`src/rtl/mem_port_arbiter_pkg.sv`:
```
// Shared types for the memory port arbiter: who owns the port, what operation
// the latched transaction performs, and the arbiter FSM state encoding.
package mem_port_arbiter_pkg;

  typedef enum logic [1:0] {
    ARB_NONE = 2'd0,
    ARB_I    = 2'd1,
    ARB_D    = 2'd2
  } arb_owner_t;

  typedef enum logic {
    OP_RD = 1'b0,
    OP_WR = 1'b1
  } arb_op_t;

  typedef enum logic [1:0] {
    IDLE    = 2'd0,
    GRANT_I = 2'd1,
    GRANT_D = 2'd2
  } arb_state_t;

endpackage

```
`src/rtl/mem_port_arbiter.sv`:
```
// Shares one memory port between the instruction fetcher (read-only) and the
// load/store unit. One grant per transaction: the request is latched in IDLE,
// held on the memory bus until mem_resp, and the response is routed back to
// the owner in the same cycle. Data requests have priority unless the fetcher
// has been passed over STARVE_LIMIT times in a row.
module mem_port_arbiter #(
  parameter int DATA_WIDTH   = 32,
  parameter int STARVE_LIMIT = 4
) (
  input  logic                    clk,
  input  logic                    rst,
  input  logic                    i_read,
  input  logic [31:0]             i_address,
  output logic [DATA_WIDTH-1:0]   i_rdata,
  output logic                    i_resp,
  input  logic                    d_read,
  input  logic                    d_write,
  input  logic [31:0]             d_address,
  input  logic [DATA_WIDTH-1:0]   d_wdata,
  input  logic [DATA_WIDTH/8-1:0] d_mbe,
  output logic [DATA_WIDTH-1:0]   d_rdata,
  output logic                    d_resp,
  output logic                    mem_read,
  output logic                    mem_write,
  output logic [31:0]             mem_address,
  output logic [DATA_WIDTH-1:0]   mem_wdata,
  output logic [DATA_WIDTH/8-1:0] mem_mbe,
  input  logic [DATA_WIDTH-1:0]   mem_rdata,
  input  logic                    mem_resp
);
  import mem_port_arbiter_pkg::*;

  localparam int CNT_W = $clog2(STARVE_LIMIT + 1);
  localparam int MBE_W = DATA_WIDTH / 8;

  arb_state_t              state_r, state_next_s;
  arb_op_t                 op_r, op_next_s;
  arb_owner_t              owner_s;
  logic [31:0]             addr_r, addr_next_s;
  logic [DATA_WIDTH-1:0]   wdata_r, wdata_next_s;
  logic [MBE_W-1:0]        mbe_r, mbe_next_s;
  logic [CNT_W-1:0]        starve_cnt_r, starve_cnt_next_s;
  logic                    d_req_s;
  logic                    starve_hit_s;
  logic                    grant_s;

  // Pick the owner for a new grant: D first, unless I has been starved out.
  always_comb begin
    owner_s      = ARB_NONE;
    d_req_s      = d_read | d_write;
    starve_hit_s = (starve_cnt_r == CNT_W'(STARVE_LIMIT));
    if (i_read && (!d_req_s || starve_hit_s)) begin
      owner_s = ARB_I;
    end else if (d_req_s) begin
      owner_s = ARB_D;
    end else begin
      owner_s = ARB_NONE;
    end
  end

  // Next-state logic: latch the winning request in IDLE, hold it until mem_resp.
  always_comb begin
    state_next_s      = state_r;
    op_next_s         = op_r;
    addr_next_s       = addr_r;
    wdata_next_s      = wdata_r;
    mbe_next_s        = mbe_r;
    starve_cnt_next_s = starve_cnt_r;
    case (state_r)
      IDLE: begin
        case (owner_s)
          ARB_I: begin
            state_next_s      = GRANT_I;
            op_next_s         = OP_RD;
            addr_next_s       = i_address;
            wdata_next_s      = {DATA_WIDTH{1'b0}};
            mbe_next_s        = {MBE_W{1'b0}};
            starve_cnt_next_s = {CNT_W{1'b0}};
          end
          ARB_D: begin
            state_next_s = GRANT_D;
            // A simultaneous read and write is treated as a store.
            op_next_s    = d_write ? OP_WR : OP_RD;
            addr_next_s  = d_address;
            wdata_next_s = d_wdata;
            mbe_next_s   = d_mbe;
            if (!i_read) begin
              starve_cnt_next_s = {CNT_W{1'b0}};
            end else if (starve_hit_s) begin
              starve_cnt_next_s = starve_cnt_r;
            end else begin
              starve_cnt_next_s = starve_cnt_r + CNT_W'(1);
            end
          end
          default: begin
            state_next_s = IDLE;
            if (!i_read) begin
              starve_cnt_next_s = {CNT_W{1'b0}};
            end else begin
              starve_cnt_next_s = starve_cnt_r;
            end
          end
        endcase
      end
      GRANT_I, GRANT_D: begin
        if (mem_resp) begin
          state_next_s = IDLE;
        end else begin
          state_next_s = state_r;
        end
      end
      default: begin
        state_next_s = IDLE;
      end
    endcase
  end

  // State and latched-request registers with synchronous reset.
  always_ff @(posedge clk) begin
    if (rst) begin
      state_r      <= IDLE;
      op_r         <= OP_RD;
      addr_r       <= 32'd0;
      wdata_r      <= {DATA_WIDTH{1'b0}};
      mbe_r        <= {MBE_W{1'b0}};
      starve_cnt_r <= {CNT_W{1'b0}};
    end else begin
      state_r      <= state_next_s;
      op_r         <= op_next_s;
      addr_r       <= addr_next_s;
      wdata_r      <= wdata_next_s;
      mbe_r        <= mbe_next_s;
      starve_cnt_r <= starve_cnt_next_s;
    end
  end

  // Memory-side outputs come straight from the latched registers.
  always_comb begin
    grant_s     = (state_r != IDLE);
    mem_read    = grant_s && (op_r == OP_RD);
    mem_write   = grant_s && (op_r == OP_WR);
    mem_address = addr_r;
    mem_wdata   = wdata_r;
    mem_mbe     = mbe_r;
  end

  // Route the memory response to the owner only; rdata is zero without resp.
  always_comb begin
    i_resp  = (state_r == GRANT_I) && mem_resp;
    d_resp  = (state_r == GRANT_D) && mem_resp;
    i_rdata = {DATA_WIDTH{1'b0}};
    d_rdata = {DATA_WIDTH{1'b0}};
    if (i_resp) begin
      i_rdata = mem_rdata;
    end else begin
      i_rdata = {DATA_WIDTH{1'b0}};
    end
    if (d_resp) begin
      d_rdata = mem_rdata;
    end else begin
      d_rdata = {DATA_WIDTH{1'b0}};
    end
  end

endmodule

```
`config.mk`:
```
export PLATFORM = sky130hd
export DESIGN_NAME = mem_port_arbiter
export DESIGN_NICKNAME = d
export VERILOG_FILES = /design/src/rtl/mem_port_arbiter_pkg.sv /design/src/rtl/mem_port_arbiter.sv
export SDC_FILE = /design/constraint.sdc
export NUM_CORES = 1
export LEC_CHECK = 0
export CORE_MARGIN = 2
export CORE_UTILIZATION = 35
export DETAILED_ROUTE_END_ITERATION = 8
export GPL_TIMING_DRIVEN = 0
export PLACE_DENSITY = 0.76
export SLEW_MARGIN = 10
export SYNTH_ARGS = -nofsm -noshare
export SYNTH_HDL_FRONTEND = slang
export SYNTH_SLANG_ARGS = --single-unit
```
`constraint.sdc`:
```
create_clock -name clk -period 2.3 [get_ports clk]
set_clock_uncertainty 0.15 [all_clocks]
set_input_delay 0.23 -clock clk [delete_from_list [all_inputs] [get_ports clk]]
set_output_delay 0.23 -clock clk [all_outputs]
set_load 0.02 [all_outputs]
```
==> Word-level counts from Yosys, hierarchy flattened <==
Cells that the tools add are included.
{ "op_classes": {"eq_ne": 8, "n_mux": 16, "addsub": 1, "n_bitwise": 2, "n_reduce_logical": 13} }
{ "ops": {"columns": ["operator", "n"], "rows": [
  ["$pmux W32 S2", 2],
  ["$mux W32", 2],
  ["$mux W3", 3],
  ["$pmux W2 S2", 2],
  ["$pmux W4 S2", 1],
  ["$mux W2", 3],
  ["$pmux W3 S2", 1],
  ["$logic_and A1 B1 Y1", 5],
  ["$eq A2 B1 Y1 const B", 2],
  ["$eq A2 B2 Y1 const B", 2],
  ["$reduce_bool A2 Y1", 2],
  ["$add A3 B1 Y3 const B", 1],
  ["$eq A3 B3 Y1 const B", 1],
  ["$ne A3 B1 Y1 const B", 1],
  ["$ne A3 B3 Y1 const B", 1],
  ["$reduce_and A3 Y1", 1],
  ["$logic_not A2 Y1", 1],
  ["$ne A2 B2 Y1 const B", 1],
  ["$pmux W1 S2", 1],
  ["$reduce_and A2 Y1", 1],
  ["$reduce_or A2 Y1", 1],
  ["$logic_not A1 Y1", 1],
  ["$logic_or A1 B1 Y1", 1],
  ["$mux W1", 1],
  ["2 further kinds", 2]
]} }
{ "word_totals": {"regBits": 74, "input_bits": 138, "output_inout_bits": 136, "word_cells": 46} }

==> Longest topological paths before layout <==
Gate-level depths: netlist (run 1).
{ "logic_depth": {"ltp_word": 8, "depth_mapped": 7, "depth_no_buf": 5} }

==> Least setup slack after synthesis (run 1) <==
No wires, ideal clock.
{ "synth_path": {"kind": "register to output", "start": "reg state_r[0]", "end": "out mem_read", "path_buffers": 2, "required_ns": 1.920, "arrival_time_ns": 1.232, "stages_incl_launch_ff": 6, "slack_ns": 0.688, "cell_sequence": "dfxtp_1 > inv_1 > ha_1 > buf_2 > buf_2 > nor2_1"} }
{ "synth_between": {"elab_chain_cells": 2} }
{ "synth_lines": {"columns": ["item", "line_no", "source"], "rows": [
  ["start, declared", "mem_port_arbiter.sv:36", "arb_state_t state_r, state_next_s;"],
  ["start signal, assigned", "mem_port_arbiter.sv:128", "state_r <= state_next_s;"],
  ["$reduce_bool A2 Y1", "mem_port_arbiter.sv:139", "grant_s = (state_r != IDLE);"],
  ["$logic_and A1 B1 Y1", "mem_port_arbiter.sv:140", "mem_read = grant_s && (op_r == OP_RD);"],
  ["end, declared", "mem_port_arbiter.sv:23", "output logic mem_read,"]
]} }
No other way between the ends.

==> Worst setup path after layout (run 1) <==
{ "layout_path": {"start": "in mem_resp", "end": "out d_rdata[28]"} }
{ "layout_between": {"elab_chain_cells": 2} }
{ "layout_lines": {"columns": ["item", "line_no", "source"], "rows": [
  ["start, declared", "mem_port_arbiter.sv:29", "input logic mem_resp"],
  ["$logic_and A1 B1 Y1", "mem_port_arbiter.sv:150", "d_resp = (state_r == GRANT_D) && mem_resp;"],
  ["$mux W32", "mem_port_arbiter.sv:158", "if (d_resp) begin"],
  ["end, declared", "mem_port_arbiter.sv:21", "output logic [DATA_WIDTH-1:0] d_rdata,"]
]} }
No other way between the ends.

==> flow_summary.toml, run 1 <==
[synth]
synth-simple-area-share_pct = 29.3
synth-compound-area-share_pct = 22.3
synth.cell_area_um2 = 4000
synth_top_family_by_area = "simple AND/OR/NAND/NOR gates"
yosysUniqueCellTypes = 33
synth_xor_area_share_pct = 0
synth_area_leaders = "dfxtp_1 37%, a311oi_2 12%, and3_1 10%, nand4_1 5.9%, a21oi_1 5.1%"
synth_warnings = 0
synth_area_per_cell_um2 = 8.45
yosysTopAreaCell = "dfxtp_1"
synthCells = 474
ys_seq_elements = 74
yosysTopAreaCellShare_pct = 37.0
ys_async_sr_fraction_pct = 0
seq_area_frac_synth_pct = 37.0
synth.area.mux_share_pct = 0
synthFlopType = "dfxtp_1"
synthAdderAreaFrac_pct = 1.56
synth_edf_count = 0
synth_nets = 617

[final_layout]
area.growth.synth_to_final_pct = 78.0
final_area_um2 = 7130
diodes = 0
layout-drive-gt1-share_pct = 12.7
final_net_count = 899
final_cell_mix = "206 x clkdlybuf4s50_1, 74 x dfxtp_1, 64 x and3_1, 64 x dlygate4sd2_1, 41 x a21oi_1"
mostFrequentLayoutCell = "clkdlybuf4s50_1"

[worst_setup_path]
path_class = "in2out"
critPathCaptureType = "output port"
cp.arrival_ns = 1.84
r2r_slack_ns = 0.37
crit_path_top_delay_cell = "clkdlybuf4s50_1"
cp.required_ns = 1.92
path_cells = "clkdlybuf4s50_1 > clkbuf_4 > clkbuf_2 > and3_1 > dlygate4sd2_1"
crit_path_start_kind = "input port"
crit_path_max_incr_delay_ns = 0.57
crit_fanout = 10

[route]
drtIter0Drc = 307
vias = 4806
postRouteAntennaNets = 0
wirelength_um = 16600
wl_per_cell_um = 18.3
drc = 0
dr.pass1.iters = 4
avgViaCountPerCell = 5.32

[placement]
io_buffers = 271
place_area_um2 = 6900
gp_congestion = 0.924
hpwl_um = 12800

[sta]
rsz0062_at_grt = "no"
finalHoldViolations = 0
setup_violations = 0
holdWs_ns = 0.0440
fin_tns_setup_ns = 0
min_period_ns = 2.22
max_slew.worst_pin.slew_ns = 0.722
post-route-period-util_pct = 96.4
drv_slew = 0
max_clock_freq_mhz = 451
max_slew_margin_pct = 51.9

[floorplan]
die_h_um = 111
start_util_pct = 35.5
die_w_um = 111
coreArea_um2 = 11300
die_area_um2 = 12300
boundaryPins = 274
row_count = 39

[global_routing]
track_usage_pct = 25.9
grt_pass1_wl_um = 26000
grt_max_degree = 17
grt_pass1_vias = 4825
antenna_found_initial = 0
overflow = 0

[power_and_ir_drop]
vdd_drop_max_v = 0.000363
power_leakage_nw = 3.20
finalPower_mw = 4.29
p_per_area_nw_per_um2 = 602

[cts]
clock_latency_ns = 0.34
cts_root_buf = "clkbuf_16"
clock-sinks = 74
htree_levels = 3
clockBufferDepth = 2
clk_pin_slew_worst_paths_ns = 0.07
numCtsBuffers = 9
tritoncts = "done"

[outcome]
status = "finished, final reports clean"

[min_path]
hold_path.class = "in2reg"

[flow_run]
cap_viol_max_count = 0
## worst paths after layout
path | startpoint | end | cells past startpoint
setup / recovery | mem_resp | d_rdata[28] | 5
hold / removal | i_read | starve_cnt_r[1] | 3
setup reg to reg | starve_cnt_r[0] | mem_wdata[3] | 7
hold reg to reg | mem_wdata[11] | mem_wdata[11] | 2
## critical path: cells and delay by family
family | cells | cell delay, ns
buffers and inverters | 4 | 1.37
AND/OR/NAND/NOR | 1 | 0.23
## where the power goes
| group | switching [mW] | total, mW | leakage [nW] | internal [mW] |
|---|---|---|---|---|
| sequential | 0.0703 | 1.48 | 0.613 | 1.41 |
| clock | 0.658 | 1.43 | 0.147 | 0.768 |
| combinational | 0.686 | 1.38 | 2.44 | 0.696 |
| total | 1.41 | 4.29 | 3.20 | 2.88 |
## per-layer routing
metal / track usage, % / wire (µm) / share of wire [%]
met5: 0 / 0 / 0
met4: 7.08 / 316 / 1.9
met3: 7.82 / 1140 / 6.9
met2: 42.3 / 7870 / 47
met1: 33.3 / 7250 / 44
## layout make-up
cell class | instances | area, µm²
Multi-Input combinational cell | 337 | 2130
Tap cell | 143 | 179
Sequential cell | 74 | 1480
Clock buffer | 9 | 225
Fill cell | 1023 | 4140
Timing Repair Buffer | 271 | 2630
Inverter | 4 | 15.0
Buffer | 59 | 404
Clock inverter | 7 | 68.8
## state kept, by name (all words and copies together) (netlist names)
register,flops
starve_cnt_r,3
mem_wdata,32
op_r,1
mem_address,32
mem_mbe,4
state_r,2
## cell families after synthesis
| group | after synthesis |
|---|---|
| fa+ha+maj | 5 |
| flops | 74 |
| simple gates | 222 |
| buf+inv | 63 |
| compound gates | 110 |
## cells in the mapped netlist, types with 4 or more instances
master and number:
a21oi_1 41, o21ai_1 5, nor2_1 35, clkbuf_1 23, o21ai_0 27, inv_1 4, and3_1 64, a311oi_2 32
nand4_1 38, ha_1 5, nand3_1 33, nand2_1 39, buf_6 8, buf_4 8, dfxtp_1 74, buf_2 13
## metrics by stage
step,instances,util (%),setup WS (ns)
final,904,63.2,0.0829
after global routing,904,63.2,0.00640
after CTS,904,63.3,0.0127
after detailed placement,888,61.2,-0.444
after global placement,888,61.2,-0.403
after floorplan,474,-,0.688
## timing repair
action / 4_1_cts / 5_1_grt
hold buffers: 0 / 0
buffers inserted: 0 / 0
endpoints found under the setup margin: 68 / 2
resized for setup: 81 / 2
No activity file was read; power rests on OpenSTA's default activity.
==> run 2: changes to the inputs <==
GPL_TIMING_DRIVEN = not set   (was 0)
RECOVER_POWER = 25   (was not set)
==> flow_summary.toml, run 2 (synthesized netlist as in run 1, its figures left out) <==
[outcome]
status = "finished, final reports clean"

[route]
avgViaCountPerCell = 5.37
postRouteAntennaNets = 0
met3_length_um = 1250
wl_met1_um = 6470
dr_wl_met2_um = 7550
dr.pass1.iters = 4
vias = 4625
highest_layer = "met4"
drc = 0
wl_per_cell_um = 17.9
drtIter0Drc = 381
wirelength_um = 15400

[floorplan]
coreArea_um2 = 11300
die_w_um = 111
row_count = 39
boundaryPins = 274
die_area_um2 = 12300
start_util_pct = 35.5
die_h_um = 111

[worst_setup_path]
cp.arrival_ns = 1.80
worst-path-buf-inv = 2
critical-path-top-delay-family = "buffers and inverters"
path_class = "reg2out"
cp.required_ns = 1.92
r2r_slack_ns = 0.24
path_cells = "inv_1 > ha_2 > nor2b_1 > clkdlybuf4s50_1"
crit_path_start_kind = "flop"
crit_path_top_delay_cell = "clkdlybuf4s50_1"
critPathCaptureType = "output port"
crit_path_max_incr_delay_ns = 0.63
crit_fanout = 12

[placement]
gp_congestion = 0.842
place_area_um2 = 6740
dp.cells = 846
io_buffers = 273
hpwl_um = 10800

[final_layout]
final_net_count = 857
fin_cells = 862
layout-drive-gt1-share_pct = 9.60
mostFrequentLayoutCell = "clkdlybuf4s50_1"
utilization_pct = 63.3
diodes = 0
final_area_um2 = 7130
area.growth.synth_to_final_pct = 78.1
final_cell_mix = "164 x clkdlybuf4s50_1, 74 x dfxtp_1, 64 x and3_1"

[cts]
numCtsBuffers = 9
cts_hold_buf = 0
tritoncts = "done"
clk_pin_slew_worst_paths_ns = 0.06
htree_levels = 3
clock_latency_ns = 0.32
clockBufferDepth = 2
clock-sinks = 74
cts_root_buf = "clkbuf_16"

[power_and_ir_drop]
vdd_drop_max_v = 0.000330
p_per_area_nw_per_um2 = 585
power_leakage_nw = 3.83

[global_routing]
overflow = 0
track_usage_pct = 23.4
grt_max_degree = 68
grt_pass1_vias = 4482
antenna_found_initial = 0
grt_pass1_wl_um = 24000

[sta]
min_period_ns = 2.18
setup_violations = 0
max_slew.worst_pin.slew_ns = 0.531
max_slew_margin_pct = 64.6
finalHoldViolations = 0
fin_tns_setup_ns = 0
rsz0062_at_grt = "no"
post-route-period-util_pct = 94.6
drv_slew = 0
max_clock_freq_mhz = 459

[min_path]
hold_path.class = "in2reg"

[flow_run]
cap_viol_max_count = 0
[run 2: changes by cell type in the layout (fill, tap and decap cells not counted), sizes merged]
cell / change
inv: -5
clkinvlp: +3
dlygate4sd3: +42
bufinv: +1
buf: -19
clkdlybuf4s50: -42
dlymetal6s2s: +50
clkbuf: -24
dlygate4sd2: -48
[run 2: final cells by class]
cell class / instances / area (µm²)
inverters: 4 / 15.0
fillers: 964 / 4140
repair buffers: 288 / 3020
clock inverters: 6 / 66.3
flip-flops and latches: 74 / 1480
clock buffers: 10 / 229
well taps: 143 / 179
multi-input cells: 337 / 2140
[run 2: worst reg2reg max path, delay by kind of cell (launching register included)]
kind | cells | cell delay [ns]
buffers and inverters | 2 | 0.57
DFF | 1 | 0.36
and+or+nand+nor | 2 | 0.36
AOI/OAI and AO/OA | 1 | 0.30
adders and majority gates | 1 | 0.24
[run 2: per-stage QoR]
stage                     setup slack (ns)  hold WS [ns]  power, mW
after CTS                          0.00323         0.297       4.24
after global placement               0.111         0.287       2.80
after detailed placement             0.122         0.295       2.83
after global routing                0.0174         0.309       4.36
final                                0.123         0.299       4.17
after floorplan                      0.688         0.248       2.22
[run 2: metal layers]
metal / vias up / GRT usage (%)
li1: 2214 / -
met3: 13 / 6.56
met4: 0 / 4.92
met5: - / 0
met1: 2224 / 30.5
met2: 174 / 39.0
[run 2: path summary, 6_finish.rpt]
check                   from              end  cells after the start
max reg2reg  starve_cnt_r[0]  mem_address[25]                      6
min                      rst  mem_address[22]                      2
min reg2reg       mem_mbe[1]       mem_mbe[1]                      2
max               state_r[0]        mem_write                      4
[run 2: repair_timing]
action / 4_1_cts / 5_1_grt
setup endpoints to repair: 68 / 50
setup buffers: 0 / 0
cloned: 0 / 0
gates resized for setup: 19 / 50
pin swaps: 0 / 0
[run 2: power breakdown]
part / switching [mW] / total, mW / leakage (nW) / internal [mW]
Combinational: 0.660 / 1.29 / 3.09 / 0.632
Sequential: 0.0642 / 1.48 / 0.613 / 1.41
Clock: 0.559 / 1.40 / 0.135 / 0.843
==> run 3: changes to the inputs <==
--- a/constraint.sdc
+++ b/constraint.sdc
@@ -3,3 +3,3 @@
 set_input_delay 0.23 -clock clk [delete_from_list [all_inputs] [get_ports clk]]
 set_output_delay 0.23 -clock clk [all_outputs]
-set_load 0.02 [all_outputs]
+set_load 0.1 [all_outputs]
==> flow_summary.toml, run 3 (synthesized netlist as in run 1, its figures left out) <==
[outcome]
status = "finished, final reports clean"

[floorplan]
coreArea_um2 = 11300
die_area_um2 = 12300
start_util_pct = 35.5
boundaryPins = 274
row_count = 39
die_w_um = 111
die_h_um = 111

[worst_setup_path]
cp.arrival_ns = 1.66
critPathCaptureType = "output port"
crit_end = "i_rdata[28]"
cp.required_ns = 1.92
crit_path_start_kind = "flop"
reg2reg_from = "state_r[1]"
reg2reg_depth = 6
r2r_slack_ns = 0.49
path_class = "reg2out"
worstReg2RegEnd = "mem_address[11]"
critical_path.startpoint = "state_r[1]"
crit_fanout = 33

[power_and_ir_drop]
vdd_drop_max_v = 0.000411
power_leakage_nw = 3.00
p_per_area_nw_per_um2 = 696

[global_routing]
antenna_found_initial = 0
grt_pass1_wl_um = 24700
track_usage_pct = 24.4
grt_max_degree = 66
overflow = 0
grt_pass1_vias = 4518

[route]
drc = 0
vias = 4615
drtIter0Drc = 424
avgViaCountPerCell = 5.35
postRouteAntennaNets = 0
dr.pass1.iters = 5
wl_per_cell_um = 18.0
wirelength_um = 15500

[sta]
setup_violations = 0
holdWs_ns = 0.223
post-route-period-util_pct = 88.6
fin_tns_setup_ns = 0
max_slew_margin_pct = 18.3
min_period_ns = 2.04
max_slew.worst_pin.slew_ns = 1.23
max_clock_freq_mhz = 491
drv_slew = 0
rsz0062_at_grt = "no"
finalHoldViolations = 0

[final_layout]
layout-drive-gt1-share_pct = 21.8
area.growth.synth_to_final_pct = 84.3
final_cell_mix = "136 x clkdlybuf4s50_1, 75 x buf_12, 74 x dfxtp_1"
diodes = 0
mostFrequentLayoutCell = "clkdlybuf4s50_1"
final_net_count = 857

[cts]
clock-sinks = 74
clock_latency_ns = 0.32
cts_hold_buf = 0
numCtsBuffers = 9
htree_levels = 3
clockBufferDepth = 2
post_cts_buffers = 0
cts.repair.resized = 0
tritoncts = "done"
clk_pin_slew_worst_paths_ns = 0.06
cts_root_buf = "clkbuf_16"

[min_path]
hold_start = "rst"
hold_path.class = "in2reg"

[flow_run]
cap_viol_max_count = 0

[placement]
gp_congestion = 0.898
hpwl_um = 11500
io_buffers = 273
[run 3: cell count changes in the layout (fill, tap and decap cells not counted), moves of 2 or more]
cell             previous run  this run
buf_12                      5        75
buf_4                       8        25
buf_6                       2         0
clkbuf_1                    1        52
clkdlybuf4s50_1           164       136
dlygate4sd2_1              16         0
dlygate4sd3_1              42         0
dlymetal6s2s_1             50         0
[run 3: routing by layer]
metal  vias up  GRT usage, %  wire length (µm)
met4         0          5.83               175
li1       2216             -                 -
met5         -             0                 0
met3        14          5.14               983
met1      2192          30.5              6270
met2       193          43.1              8110
[run 3: layout make-up]
type                       instances  area, µm²
clock inverter                     6       66.3
tap                              143        179
fill                             928       3890
inverter                           4       15.0
timing repair buffer             288       3250
sequential                        74       1480
clock buffer                      10        239
multi-input combinational        337       2150
[run 3: worst min-delay path by stage]
| stage | endpoint | slack, ns | cells after the start |
|---|---|---|---|
| 2_1_floorplan | mem_mbe[0] | 0.25 | 2 |
| 3_5_place_dp | mem_wdata[25] | 0.30 | 2 |
| 4_1_cts | op_r | 0.22 | 2 |
| 5_1_grt | mem_wdata[22] | 0.25 | 2 |
| 6_report | op_r | 0.22 | 2 |
| 3_3_place_gp | mem_wdata[30] | 0.29 | 2 |
[run 3: power by group]
group | switching, mW | total (mW) | internal [mW]
Combinational | 1.62 | 2.23 | 0.614
Sequential | 0.0749 | 1.49 | 1.41
Clock | 0.543 | 1.41 | 0.869
[run 3: per-stage QoR]
| stage | total power [mW] | cell area, µm² | utilization, % | worst slack (ns) | cells |
|---|---|---|---|---|---|
| 2_1_floorplan | 3.15 | 4010 | - | 0.174 | 474 |
| 3_3_place_gp | 3.79 | 7270 | 64.5 | 0.269 | 846 |
| 3_5_place_dp | 3.83 | 7270 | 64.5 | 0.216 | 846 |
| 4_1_cts | 5.25 | 7570 | 67.2 | 0.256 | 862 |
| 5_1_grt | 5.32 | 7380 | 65.5 | 0.162 | 862 |
| 6_report | 5.13 | 7380 | 65.5 | 0.263 | 862 |
[run 3: critical path, stage by stage, from the launching register on]
cell     delay (ns)
dfxtp_1        0.32
inv_1          0.09
ha_1           0.14
buf_4          0.26
and3_1         0.31
buf_12         0.20
